### src/rtl/ll_head_pop.sv
// ll_head_pop: pops the head node of a linked list.
// It reads the head node (payload and next pointer) from node memory, returns the
// payload to the requester, drives the head-pointer update interface, and hands
// the freed node back to the free-list manager.
//
// state | meaning
// ------+--------------------------------------------------------------
// IDLE  | ready for a request; cur_hd_ptr is latched on accept
// RD    | one-cycle node-memory read strobe at the latched head
// WAIT  | waits for the memory read latency, then captures data/next pointer
// UPD   | one-cycle head update (or list-empty) pulse and free pulse
// RESP  | response held until the requester takes it
module ll_head_pop #(
    parameter int PTR_WD     = 4,
    parameter int DATA_WD    = 8,
    parameter int MEM_RD_LAT = 1,
    parameter int CNT_WD     = 16
) (
    input  logic               clk,
    input  logic               reset_n,
    input  logic               pop_req_vld,
    output logic               pop_req_rdy,
    output logic               pop_rsp_vld,
    input  logic               pop_rsp_rdy,
    output logic [DATA_WD-1:0] pop_rsp_data,
    output logic               pop_rsp_empty,
    input  logic [PTR_WD-1:0]  cur_hd_ptr,
    output logic               mem_rd_en,
    output logic [PTR_WD-1:0]  mem_rd_addr,
    input  logic [DATA_WD-1:0] mem_rd_data,
    input  logic [PTR_WD-1:0]  mem_rd_nxt_ptr,
    output logic               upd_hd_ptr,
    output logic               make_ll_empty,
    output logic [PTR_WD-1:0]  new_hd_ptr,
    output logic               free_ptr_vld,
    output logic [PTR_WD-1:0]  free_ptr,
    output logic [CNT_WD-1:0]  pop_cnt
);

    localparam logic [PTR_WD-1:0] NULL_PTR = '1;
    // Latency is limited to 1..4, so the wait counter needs only two bits.
    localparam logic [1:0]        LAT_M1   = 2'(MEM_RD_LAT - 1);

    typedef enum logic [2:0] {
        IDLE,
        RD,
        WAIT,
        UPD,
        RESP
    } state_t;

    state_t              state;
    logic [PTR_WD-1:0]   hd_q;
    logic [DATA_WD-1:0]  data_q;
    logic [1:0]          wait_cnt;

    // Pop sequencer with all outputs registered; pulse outputs default low each cycle.
    always_ff @(posedge clk) begin
        if (reset_n) begin
            state         <= IDLE;
            hd_q          <= NULL_PTR;
            data_q        <= '0;
            wait_cnt      <= '0;
            pop_req_rdy   <= 1'b0;
            pop_rsp_vld   <= 1'b0;
            pop_rsp_data  <= '0;
            pop_rsp_empty <= 1'b0;
            mem_rd_en     <= 1'b0;
            mem_rd_addr   <= NULL_PTR;
            upd_hd_ptr    <= 1'b0;
            make_ll_empty <= 1'b0;
            new_hd_ptr    <= NULL_PTR;
            free_ptr_vld  <= 1'b0;
            free_ptr      <= NULL_PTR;
            pop_cnt       <= '0;
        end else begin
            mem_rd_en     <= 1'b0;
            upd_hd_ptr    <= 1'b0;
            make_ll_empty <= 1'b0;
            free_ptr_vld  <= 1'b0;
            case (state)
                IDLE: begin
                    pop_req_rdy <= 1'b1;
                    if (pop_req_vld && pop_req_rdy) begin
                        pop_req_rdy <= 1'b0;
                        hd_q        <= cur_hd_ptr;
                        if (cur_hd_ptr == NULL_PTR) begin
                            // Empty list: answer directly, no memory traffic.
                            state         <= RESP;
                            pop_rsp_vld   <= 1'b1;
                            pop_rsp_empty <= 1'b1;
                            pop_rsp_data  <= '0;
                        end else begin
                            state       <= RD;
                            mem_rd_en   <= 1'b1;
                            mem_rd_addr <= cur_hd_ptr;
                        end
                    end
                end
                RD: begin
                    state    <= WAIT;
                    wait_cnt <= LAT_M1;
                end
                WAIT: begin
                    if (wait_cnt == 2'd0) begin
                        state        <= UPD;
                        data_q       <= mem_rd_data;
                        new_hd_ptr   <= mem_rd_nxt_ptr;
                        free_ptr_vld <= 1'b1;
                        free_ptr     <= hd_q;
                        if (mem_rd_nxt_ptr == NULL_PTR) begin
                            make_ll_empty <= 1'b1;
                        end else begin
                            upd_hd_ptr <= 1'b1;
                        end
                    end else begin
                        wait_cnt <= wait_cnt - 2'd1;
                    end
                end
                UPD: begin
                    state         <= RESP;
                    pop_cnt       <= pop_cnt + 1'b1;
                    pop_rsp_vld   <= 1'b1;
                    pop_rsp_empty <= 1'b0;
                    pop_rsp_data  <= data_q;
                end
                RESP: begin
                    if (pop_rsp_rdy) begin
                        state         <= IDLE;
                        pop_req_rdy   <= 1'b1;
                        pop_rsp_vld   <= 1'b0;
                        pop_rsp_empty <= 1'b0;
                        pop_rsp_data  <= '0;
                    end
                end
                default: state <= IDLE;
            endcase
        end
    end

endmodule

### config.mk
export PLATFORM = sky130hd
export DESIGN_NAME = ll_head_pop
export DESIGN_NICKNAME = d
export VERILOG_FILES = /design/src/rtl/ll_head_pop.sv
export SDC_FILE = /design/constraint.sdc
export NUM_CORES = 1
export LEC_CHECK = 0
export ABC_AREA = 1
export CELL_PAD_IN_SITES_DETAIL_PLACEMENT = 0
export CELL_PAD_IN_SITES_GLOBAL_PLACEMENT = 2
export CORE_MARGIN = 4
export CORE_UTILIZATION = 26
export DETAILED_ROUTE_END_ITERATION = 12
export HOLD_SLACK_MARGIN = 0.06
export PLACE_DENSITY_LB_ADDON = 0.12
export RECOVER_POWER = 50
export SETUP_SLACK_MARGIN = 0.2
export SLEW_MARGIN = 10
export SYNTH_ARGS = -nofsm -noshare
export SYNTH_HDL_FRONTEND = slang
export SYNTH_SLANG_ARGS = --single-unit
### constraint.sdc
create_clock -name clk -period 1.4 [get_ports clk]
set_input_delay 0.35 -clock clk [delete_from_list [all_inputs] [get_ports clk]]
set_output_delay 0.35 -clock clk [all_outputs]
set_load 0.05 [all_outputs]
==> results of run 1 <==
## cells in the final DEF, fill, tap and decap left out, types with 6 or more instances in the layout
cell / instances
nand3_1: 28
inv_1: 24
o21ai_2: 6
dfxtp_2: 25
nor2_1: 64
o21ai_0: 9
nand2_1: 68
dfxtp_1: 18
clkbuf_8: 11
buf_6: 12
buf_4: 35
nor2_4: 13
nand2_4: 8
clkdlybuf4s50_1: 15
a21oi_1: 8
nand3_2: 8
dfxtp_4: 17
buf_12: 48
inv_2: 9
nand4_1: 6
nand2_2: 14
## power by group through the flow
stage	logic, uW	clock network, uW	registers, uW
detailed placement	3080	0	2390
floorplan	1170	0	2870
finish	3720	1550	2430
CTS	3390	1600	2410
global route	4040	1690	2480
global placement	3080	0	2390
## sequential cells by signal, summed over array words and instances, names as in the netlist
name and count:
pop_rsp_vld 1, hd_q 4, new_hd_ptr 4, make_ll_empty 1, pop_rsp_data 8, pop_req_rdy 1
data_q 8, pop_rsp_empty 1, free_ptr_vld 1, mem_rd_en 1, pop_cnt 16, wait_cnt 2
upd_hd_ptr 1, state 3, free_ptr 4, mem_rd_addr 4
## metal layers
layer | global-route usage | vias up | part of all wire
met5 | 0 | - | 0
met3 | 0.0546 | 10 | 0.065
met1 | 0.152 | 1219 | 0.43
li1 | - | 1380 | -
met2 | 0.230 | 62 | 0.49
met4 | 0.0484 | 0 | 0.016
## final timing paths
check                   startpoint                       end  cells past startpoint
max          state[1]$_SDFFE_PP0P_   pop_cnt[8]$_SDFFE_PP0N_                      7
min                  cur_hd_ptr[3]      hd_q[3]$_SDFFE_PP1P_                      4
max reg2reg  state[1]$_SDFFE_PP0P_   pop_cnt[8]$_SDFFE_PP0N_                      7
min reg2reg   hd_q[3]$_SDFFE_PP1P_  free_ptr[3]$_SDFFE_PP1P_                      2
## stage by stage
| step | setup TNS [ps] | utilization | instance area [um^2] | hold slack, ps |
|---|---|---|---|---|
| final | 0 | 0.513 | 4790 | 367 |
| after global routing | -58.2 | 0.513 | 4790 | 373 |
| after CTS | 0 | 0.476 | 4440 | 467 |
| after detailed placement | -4460 | 0.426 | 3970 | 448 |
| after global placement | -4450 | 0.426 | 3970 | 449 |
| after floorplan | 0 | - | 2620 | 412 |
## layout make-up
class	count	share of cell area
inverters	36	0.0303
clock inverters	3	0.00366
clock buffers	13	0.0376
well taps	129	0.0337
multi-input cells	256	0.299
repair buffers	114	0.325
flip-flops and latches	60	0.271
## critical path, cell delays in order (launching register included)
cell and delay [ps]:
dfxtp_4 400, nand2_4 60, nor2_4 170, nand2_4 110, nor2_4 210, nand2_2 80, o21ai_1 130, nor2_1 40
## cells by family (layout without fill, tap and decap cells)
family,Yosys count,after routing,share of synthesized area
AND/OR/NAND/NOR,223,225,0.385
buffers and inverters,45,166,0.0714
adder cells (fa/ha/maj),2,2,0.00991
AO/OA/AOI/OAI,29,29,0.0580
flip-flops,60,60,0.476
## what timing repair did
action / CTS / global route
cloned: 2 / 1
buffers inserted: 16 / 16
setup endpoints to repair: 90 / 90
gates resized for setup: 58 / 73
pin swaps: 8 / 26
==> run metrics, run 1 <==
outcome completed; top cells by count, synth nand2_1, nor2_1, dfxtp_1; GR Util All Layers 0.135; Worst Skew 6.87 ps; final-report hold violation count 0; net count after synthesis 381; Final min period 1320 ps; register area share after synthesis 0.476; root buf cell clkbuf_8; Leakage 0.00210 uW; crit share post-route 0.941; most common cell in the netlist nand2_1; footprint of the multi-input gates 0.00143 mm^2; worst skew pair latency 340 ps; initial core utilization 0.271; Cell Rows 35; top-area cell type share of the netlist area 0.476; P_int 4680 uW; clock share of power 0.201; fin cells 611; CP Max Fanout 5; arrival time at the worst endpoint 1550 ps; H-tree levels 3; Port Buf Inserts 62; combinational power share 0.483; dominant cell type by area after synthesis dfxtp_1; sequential cell area 0.00130 mm^2; startpoint types register; WL final 7.62 mm; die height 107 um; Final HPWL DP 5.01 mm; 1st-pass router iterations 4; Cells after Synth 359; CTS Buf Count 9; number of fill cells 911; Slew @ Worst Pin 360 ps; VDD IR max 0.891 mV; first-pass GRT wire length 12.0 mm; vias in the first global route 2576; crit end category register; main flop type after synthesis dfxtp_1; antenna violations before repair 0; largest net degree at the start of global routing 32; drt initial violations 45; Max Clk Rate 0.759 GHz; RD Place Congestion 0.741; clock slew at reported path FFs 70 ps; area of the die 0.0114 mm^2; Synth async-reset ratio 0; clk sinks 60; Bufs on Longest Clock Path 2; r2r setup slk 80 ps; CTS tree yes; Core Region 0.00933 mm^2; switch share 0.393; Mean Syn Cell Area 7.03 um^2; I/O Pins 63; Seq cells post-synth 60; Post-Syn Area 0.00252 mm^2; synth warn 0; total congestion overflow 0; Residual DRC 0; RSZ-0062 raised after global routing yes; Worst Hold Class in2reg; Max-cap violations 0; post-synth cell types 22; pwr/cell area 1610 mW/mm^2; Final ANT Viol Nets 0; slew margin rel. 0.760; area delta synth->final 89.7%; Req. time, crit path 1630 ps; sequential power share 0.316; placed cell count 560; Synth area leaders dfxtp_1, nand2_1, nor2_1; NetSw 3030 uW; total number of vias 2671; share of cells above drive strength 1 0.469; Pins Over Slew Limit 0; Post-layout nets 499; Antenna Cells 0; total power draw 7700 uW; Setup WS pre-CTS -302 ps; wire length per cell 12.5 um; # setup viols final 0; Post-CTS Hold Fix Bufs 0; Final WS setup 82.7 ps; DIE WIDTH 107 um; Crit Path Category reg2reg; via-per-instance ratio 4.37; Post-synth EDFFs 0
(Power assumes the default switching activity.)
==> run 2: changes to the inputs <==
- CORE_MARGIN: 4 -> 5
==> run 2 against run 1 <==
Effect of this change:
- cell count shrank 1.6%
- die area grew 3.8%
- sequential share of layout area grew 1.0 points
- via count shrank 3.2%
- maximum frequency grew 2.2%
- hold slack gained 110 ps
- total power grew 0.90%
- clock power grew 14%
- register-to-register slack gained 30 ps
- sequential cell count is the same
- first-iteration DRC count shrank 2.2%
- utilization shrank 3.2 points
==> run metrics, run 2 (synthesized netlist as in run 1, its figures left out) <==
outcome completed; Core Region 0.00964 mm^2 (+3.3%); Max Clk Rate 0.776 GHz (+2.2%); top flop regs pop_cnt x16, data_q x8, pop_rsp_data x8; pwr/cell area 1670 mW/mm^2 (+4.1%); largest stage delay on the critical path 380 ps (-20 ps); area delta synth->final 83.8%; Crit Path Category reg2reg; clk sinks 60 (unchanged); clock slew at reported path FFs 70 ps (about the same); Worst Hold Class reg2reg; Final ANT Viol Nets 0 (unchanged); CP Max Fanout 5 (unchanged); CTS Buf Count 9 (unchanged); Bufs on Longest Clock Path 2 (unchanged); area of the die 0.0118 mm^2 (+3.8%); arrival time at the worst endpoint 1520 ps (-30 ps); Max-cap violations 0 (unchanged); Residual DRC 0 (unchanged); RD Place Congestion 0.741 (-0.11%); Req. time, crit path 1630 ps (about the same); Leakage 0.00200 uW (-4.9%); vias in the first global route 2638 (+2.4%); 1st-pass router iterations 4 (unchanged); number of fill cells 979 (+7.5%); # setup viols final 0 (unchanged); Worst Skew 9.92 ps (+3.05 ps); Final min period 1290 ps (-28.5 ps); Cell Rows 36 (+2.9%); initial core utilization 0.262 (-0.00875); Design Area, Final 0.00464 mm^2 (-3.1%); CP cell instances nor2_4 > inv_1 > nand2_2 > inv_2 > nor2_4 > nand3_1 > nand2_1 > nor2_1; crit share post-route 0.921 (-0.0204); WL final 7.26 mm (-4.8%); sequential cell area 0.00130 mm^2 (+0.58%); Largest register FFs 16 (unchanged); Slew @ Worst Pin 380 ps (+20.5 ps); footprint of the multi-input gates 0.00139 mm^2 (-2.5%); first-pass GRT wire length 12.3 mm (+1.8%); VDD IR max 0.971 mV (+8.9%); slew margin rel. 0.747 (-0.0134); worst skew pair latency 340 ps (about the same); Final HPWL DP 4.99 mm (-0.46%); root buf cell clkbuf_8; DIE WIDTH 109 um (+1.9%); wire length per cell 12.1 um (-3.2%); Antenna Cells 0 (unchanged); I/O Pins 63 (unchanged); fin cells 601 (-1.6%); crit end category register; via-per-instance ratio 4.30 (-1.6%); RSZ-0062 raised after global routing yes; startpoint types register; drt initial violations 44 (-2.2%); leading cell type in the layout, fill and taps excluded nand2_1; H-tree levels 3 (unchanged); total congestion overflow 0 (unchanged); share of cells above drive strength 1 0.421 (-0.0479); Reg with most FFs pop_cnt; CTS tree yes; antenna violations before repair 0 (unchanged); die height 109 um (+1.9%); GR Util All Layers 0.133 (-0.00237); Post-layout nets 485 (-2.8%); commonest non-fill, non-tap cells in the layout nand2_1, nor2_1, buf_12; Post-CTS Hold Fix Bufs 0 (unchanged); placed cell count 563 (+0.54%); total number of vias 2586 (-3.2%); Critical-path top delay cell dfxtp_4; Port Buf Inserts 62 (unchanged); Pins Over Slew Limit 0 (unchanged); most used cell, CP nor2_4; largest net degree at the start of global routing 34 (+6.3%); final-report hold violation count 0 (unchanged); Placed Area 0.00397 mm^2 (about the same)
==> run 2: worst paths after layout <==
kind,cells after the start,end,slack (ps),start
worst max-delay path,8,pop_rsp_data[5]$_SDFFE_PP0P_,110,state[0]$_SDFFE_PP0P_
worst min-delay path,2,hd_q[2]$_SDFFE_PP1P_,470,hd_q[2]$_SDFFE_PP1P_
worst max register to register,8,pop_rsp_data[5]$_SDFFE_PP0P_,110,state[0]$_SDFFE_PP0P_
worst min register to register,2,hd_q[2]$_SDFFE_PP1P_,470,hd_q[2]$_SDFFE_PP1P_
==> run 2: worst max-delay path, delay by kind of cell (launching register included) <==
family	cells	cell delay (ps)
buf+inv	2	150
flops	1	380
simple gates	6	660
==> run 2: what timing repair did <==
item / CTS / global route
setup buffers: 12 / 7
pin swaps: 7 / 18
gates resized for setup: 62 / 57
setup endpoints to repair: 93 / 91
cloned: 2 / 1
==> run 2: where the power goes <==
group          leakage (uW)  internal (uW)  switching [uW]  total (uW)
Combinational       0.00138           1650            1940        3590
Sequential         0.000502           2090             339        2430
Clock              0.000118           1040             712        1760
Total               0.00200           4790            2990        7770
==> run 2: area by class of cell <==
type,count,share of cell area
timing repair buffer,100,0.302
multi-input combinational,256,0.300
sequential,60,0.281
clock buffer,12,0.0383
tap,133,0.0358
inverter,36,0.0323
clock inverter,4,0.0108
==> run 2: stage by stage <==
step / hold WS, ps / setup slack (ps) / total power [uW] / setup TNS [ps] / util
3_5_place_dp: 449 / -342 / 5480 / -4980 / 0.412
3_3_place_gp: 451 / -322 / 5490 / -4810 / 0.412
5_1_grt: 499 / 6.25 / 8290 / 0 / 0.482
4_1_cts: 466 / 123 / 7630 / 0 / 0.459
2_1_floorplan: 412 / 180 / 4040 / 0 / -
6_report: 474 / 111 / 7770 / 0 / 0.482
==> run 2: routing by layer <==
metal  vias to the layer above  GRT usage  part of all wire
met5                         -          0                 0
li1                       1354          -                 -
met4                         0     0.0622             0.018
met2                        45      0.216              0.47
met3                         9     0.0269             0.039
met1                      1178      0.168              0.47
==> run 3: changes to the inputs <==
- REMOVE_ABC_BUFFERS: unset -> 1
==> run 3 against run 2 <==
Effect of this change:
- cell count increased by 5.0%
- clock skew decreased by 0.68 ps
- critical path depth increased by 2
- maximum frequency decreased by 3.1%
- non-clock buffer count increased by 31
- final area increased by 5.4%
- critical path type unchanged
- critical endpoint is now pop_rsp_empty$_SDFFE_PP0P_
- largest power group unchanged
==> run metrics, run 3 (synthesized netlist as in run 1, its figures left out) <==
startpoint types register; Hold Startpoint hd_q[2]$_SDFFE_PP1P_; first-pass GRT wire length 12.6 mm (+3.0%); H-tree levels 3 (unchanged); clk sinks 60 (unchanged); Max-cap violations 0 (unchanged); Cell Rows 36 (unchanged); Crit path max-delay family simple AND/OR/NAND/NOR gates; CP bufs+invs 4 (+2); DIE WIDTH 109 um (unchanged); Design Area, Final 0.00489 mm^2 (+5.4%); Core Region 0.00964 mm^2 (unchanged); VDD IR max 1.08 mV (+11%); clock slew at reported path FFs 70 ps (about the same); # setup viols final 0 (unchanged); CP Max Fanout 5 (unchanged); drt initial violations 53 (+20%); root buf cell clkbuf_8; final-report hold violation count 0 (unchanged); initial core utilization 0.262 (unchanged); fin cells 631 (+5.0%); Leakage 0.00210 uW (+5.3%); largest net degree at the start of global routing 34 (unchanged); antenna violations before repair 0 (unchanged); Critical-path top delay cell dfxtp_4; footprint of the multi-input gates 0.00146 mm^2 (+4.8%); Slew @ Worst Pin 320 ps (-59.7 ps); vias in the first global route 2601 (-1.4%); RSZ-0062 raised after global routing yes; largest stage delay on the critical path 370 ps (about the same); Port Buf Inserts 62 (unchanged); R2R Path Start state[0]$_SDFFE_PP0P_; Critical Path Start state[0]$_SDFFE_PP0P_; 1st-pass router iterations 4 (unchanged); top flop regs pop_cnt x16, data_q x8, pop_rsp_data x8; CP cell instances nor2_4 > buf_6 > inv_4 > nand2_4 > inv_4 > nor2_4 > buf_6 > nand3_1 > nand2_1 > nor2_1; crit share post-route 0.950 (+0.0294); placed cell count 583 (+3.6%); outcome completed; Worst Hold Class reg2reg; Req. time, crit path 1630 ps (about the same); Worst Skew 9.23 ps (-0.682 ps); GR Util All Layers 0.138 (+0.00513); RD Place Congestion 0.761 (+2.8%); number of fill cells 959 (-2.0%); sequential cell area 0.00123 mm^2 (-5.5%); via-per-instance ratio 4.25 (-1.2%); Largest register FFs 16 (unchanged); WL final 7.60 mm (+4.8%); setup tns final 0 ps (unchanged); arrival time at the worst endpoint 1560 ps (+40 ps); I/O Pins 63 (unchanged); share of cells above drive strength 1 0.450 (+0.0289); wire length per cell 12.1 um (-0.19%); Bufs on Longest Clock Path 2 (unchanged); Post-layout nets 515 (+6.2%); slew margin rel. 0.786 (+0.0396); Final HPWL DP 5.11 mm (+2.5%); CTS tree yes; Antenna Cells 0 (unchanged); leading cell type in the layout, fill and taps excluded nand2_1; CTS Buf Count 9 (unchanged); Final min period 1330 ps (+41.2 ps); Post-CTS Hold Fix Bufs 0 (unchanged); Residual DRC 0 (unchanged); Reg with most FFs pop_cnt; area of the die 0.0118 mm^2 (unchanged); pwr/cell area 1580 mW/mm^2 (-5.4%); worst skew pair latency 340 ps (about the same); total congestion overflow 0 (unchanged); Max Clk Rate 0.752 GHz (-3.1%); commonest non-fill, non-tap cells in the layout nand2_1, nor2_1, buf_12; die height 109 um (unchanged); total number of vias 2683 (+3.8%); Placed Area 0.00403 mm^2 (+1.6%); Crit Path Category reg2reg; area delta synth->final 93.9%; crit end category register; Final ANT Viol Nets 0 (unchanged); Pins Over Slew Limit 0 (unchanged)
==> run 3: cell types whose count changed in the layout (fill, tap and decap cells not counted), moves of 7 or more <==
| cell | change |
|---|---|
| nor2_1 | -7 |
| buf_6 | +16 |
| nand3_1 | -10 |
| buf_4 | +12 |
| dfxtp_4 | -18 |
| nand3_2 | +10 |
| dfxtp_1 | +21 |
==> run 3: routing by layer <==
layer | global-route usage | vias to the layer above | part of all wire
met5 | 0 | - | 0
met4 | 0.0433 | 0 | 0.010
met3 | 0.0454 | 6 | 0.039
met2 | 0.226 | 43 | 0.52
met1 | 0.171 | 1226 | 0.43
li1 | - | 1408 | -
==> run 3: final cells by class <==
class                   instances  share of cell area
well taps                     133              0.0340
inverters                      36              0.0302
multi-input cells             255               0.299
clock buffers                  10              0.0281
repair buffers                131               0.344
clock inverters                 6              0.0130
flip-flops and latches         60               0.252
==> run 3: repair_timing <==
item                                   CTS  global route
gates cloned                             2             1
endpoints found under the hold margin    0             0
buffers inserted                        23             6
pin swaps                               12            12
setup endpoints to repair               99            97
resized for setup                      109            74
==> run 3: path summary, 6_finish.rpt <==
path | cells after the start | end | slack, ps
setup / recovery | 10 | pop_rsp_empty$_SDFFE_PP0P_ | 70
hold / removal | 2 | hd_q[2]$_SDFFE_PP1P_ | 470
setup reg to reg | 10 | pop_rsp_empty$_SDFFE_PP0P_ | 70
hold reg to reg | 2 | hd_q[2]$_SDFFE_PP1P_ | 470
==> run 3: worst register-to-register path: cells and delay by family (launching register included) <==
family | cells | cell delay (ps)
buffers and inverters | 4 | 370
flip-flops | 1 | 370
AND/OR/NAND/NOR | 6 | 520
==> run 3: metrics by stage <==
stage | util | total power (uW) | hold WS [ps] | worst slack, ps
3_5_place_dp | 0.418 | 5590 | 452 | -356
6_report | 0.508 | 7750 | 466 | 70.0
4_1_cts | 0.482 | 7590 | 456 | 96.3
5_1_grt | 0.508 | 8230 | 466 | 12.8
3_3_place_gp | 0.418 | 5580 | 447 | -339
2_1_floorplan | - | 3930 | 419 | -164
==> run 3: power by group <==
group          internal [uW]  switching (uW)
combinational           1730            2050
sequential              2070             307
clock                    866             731
total                   4660            3090
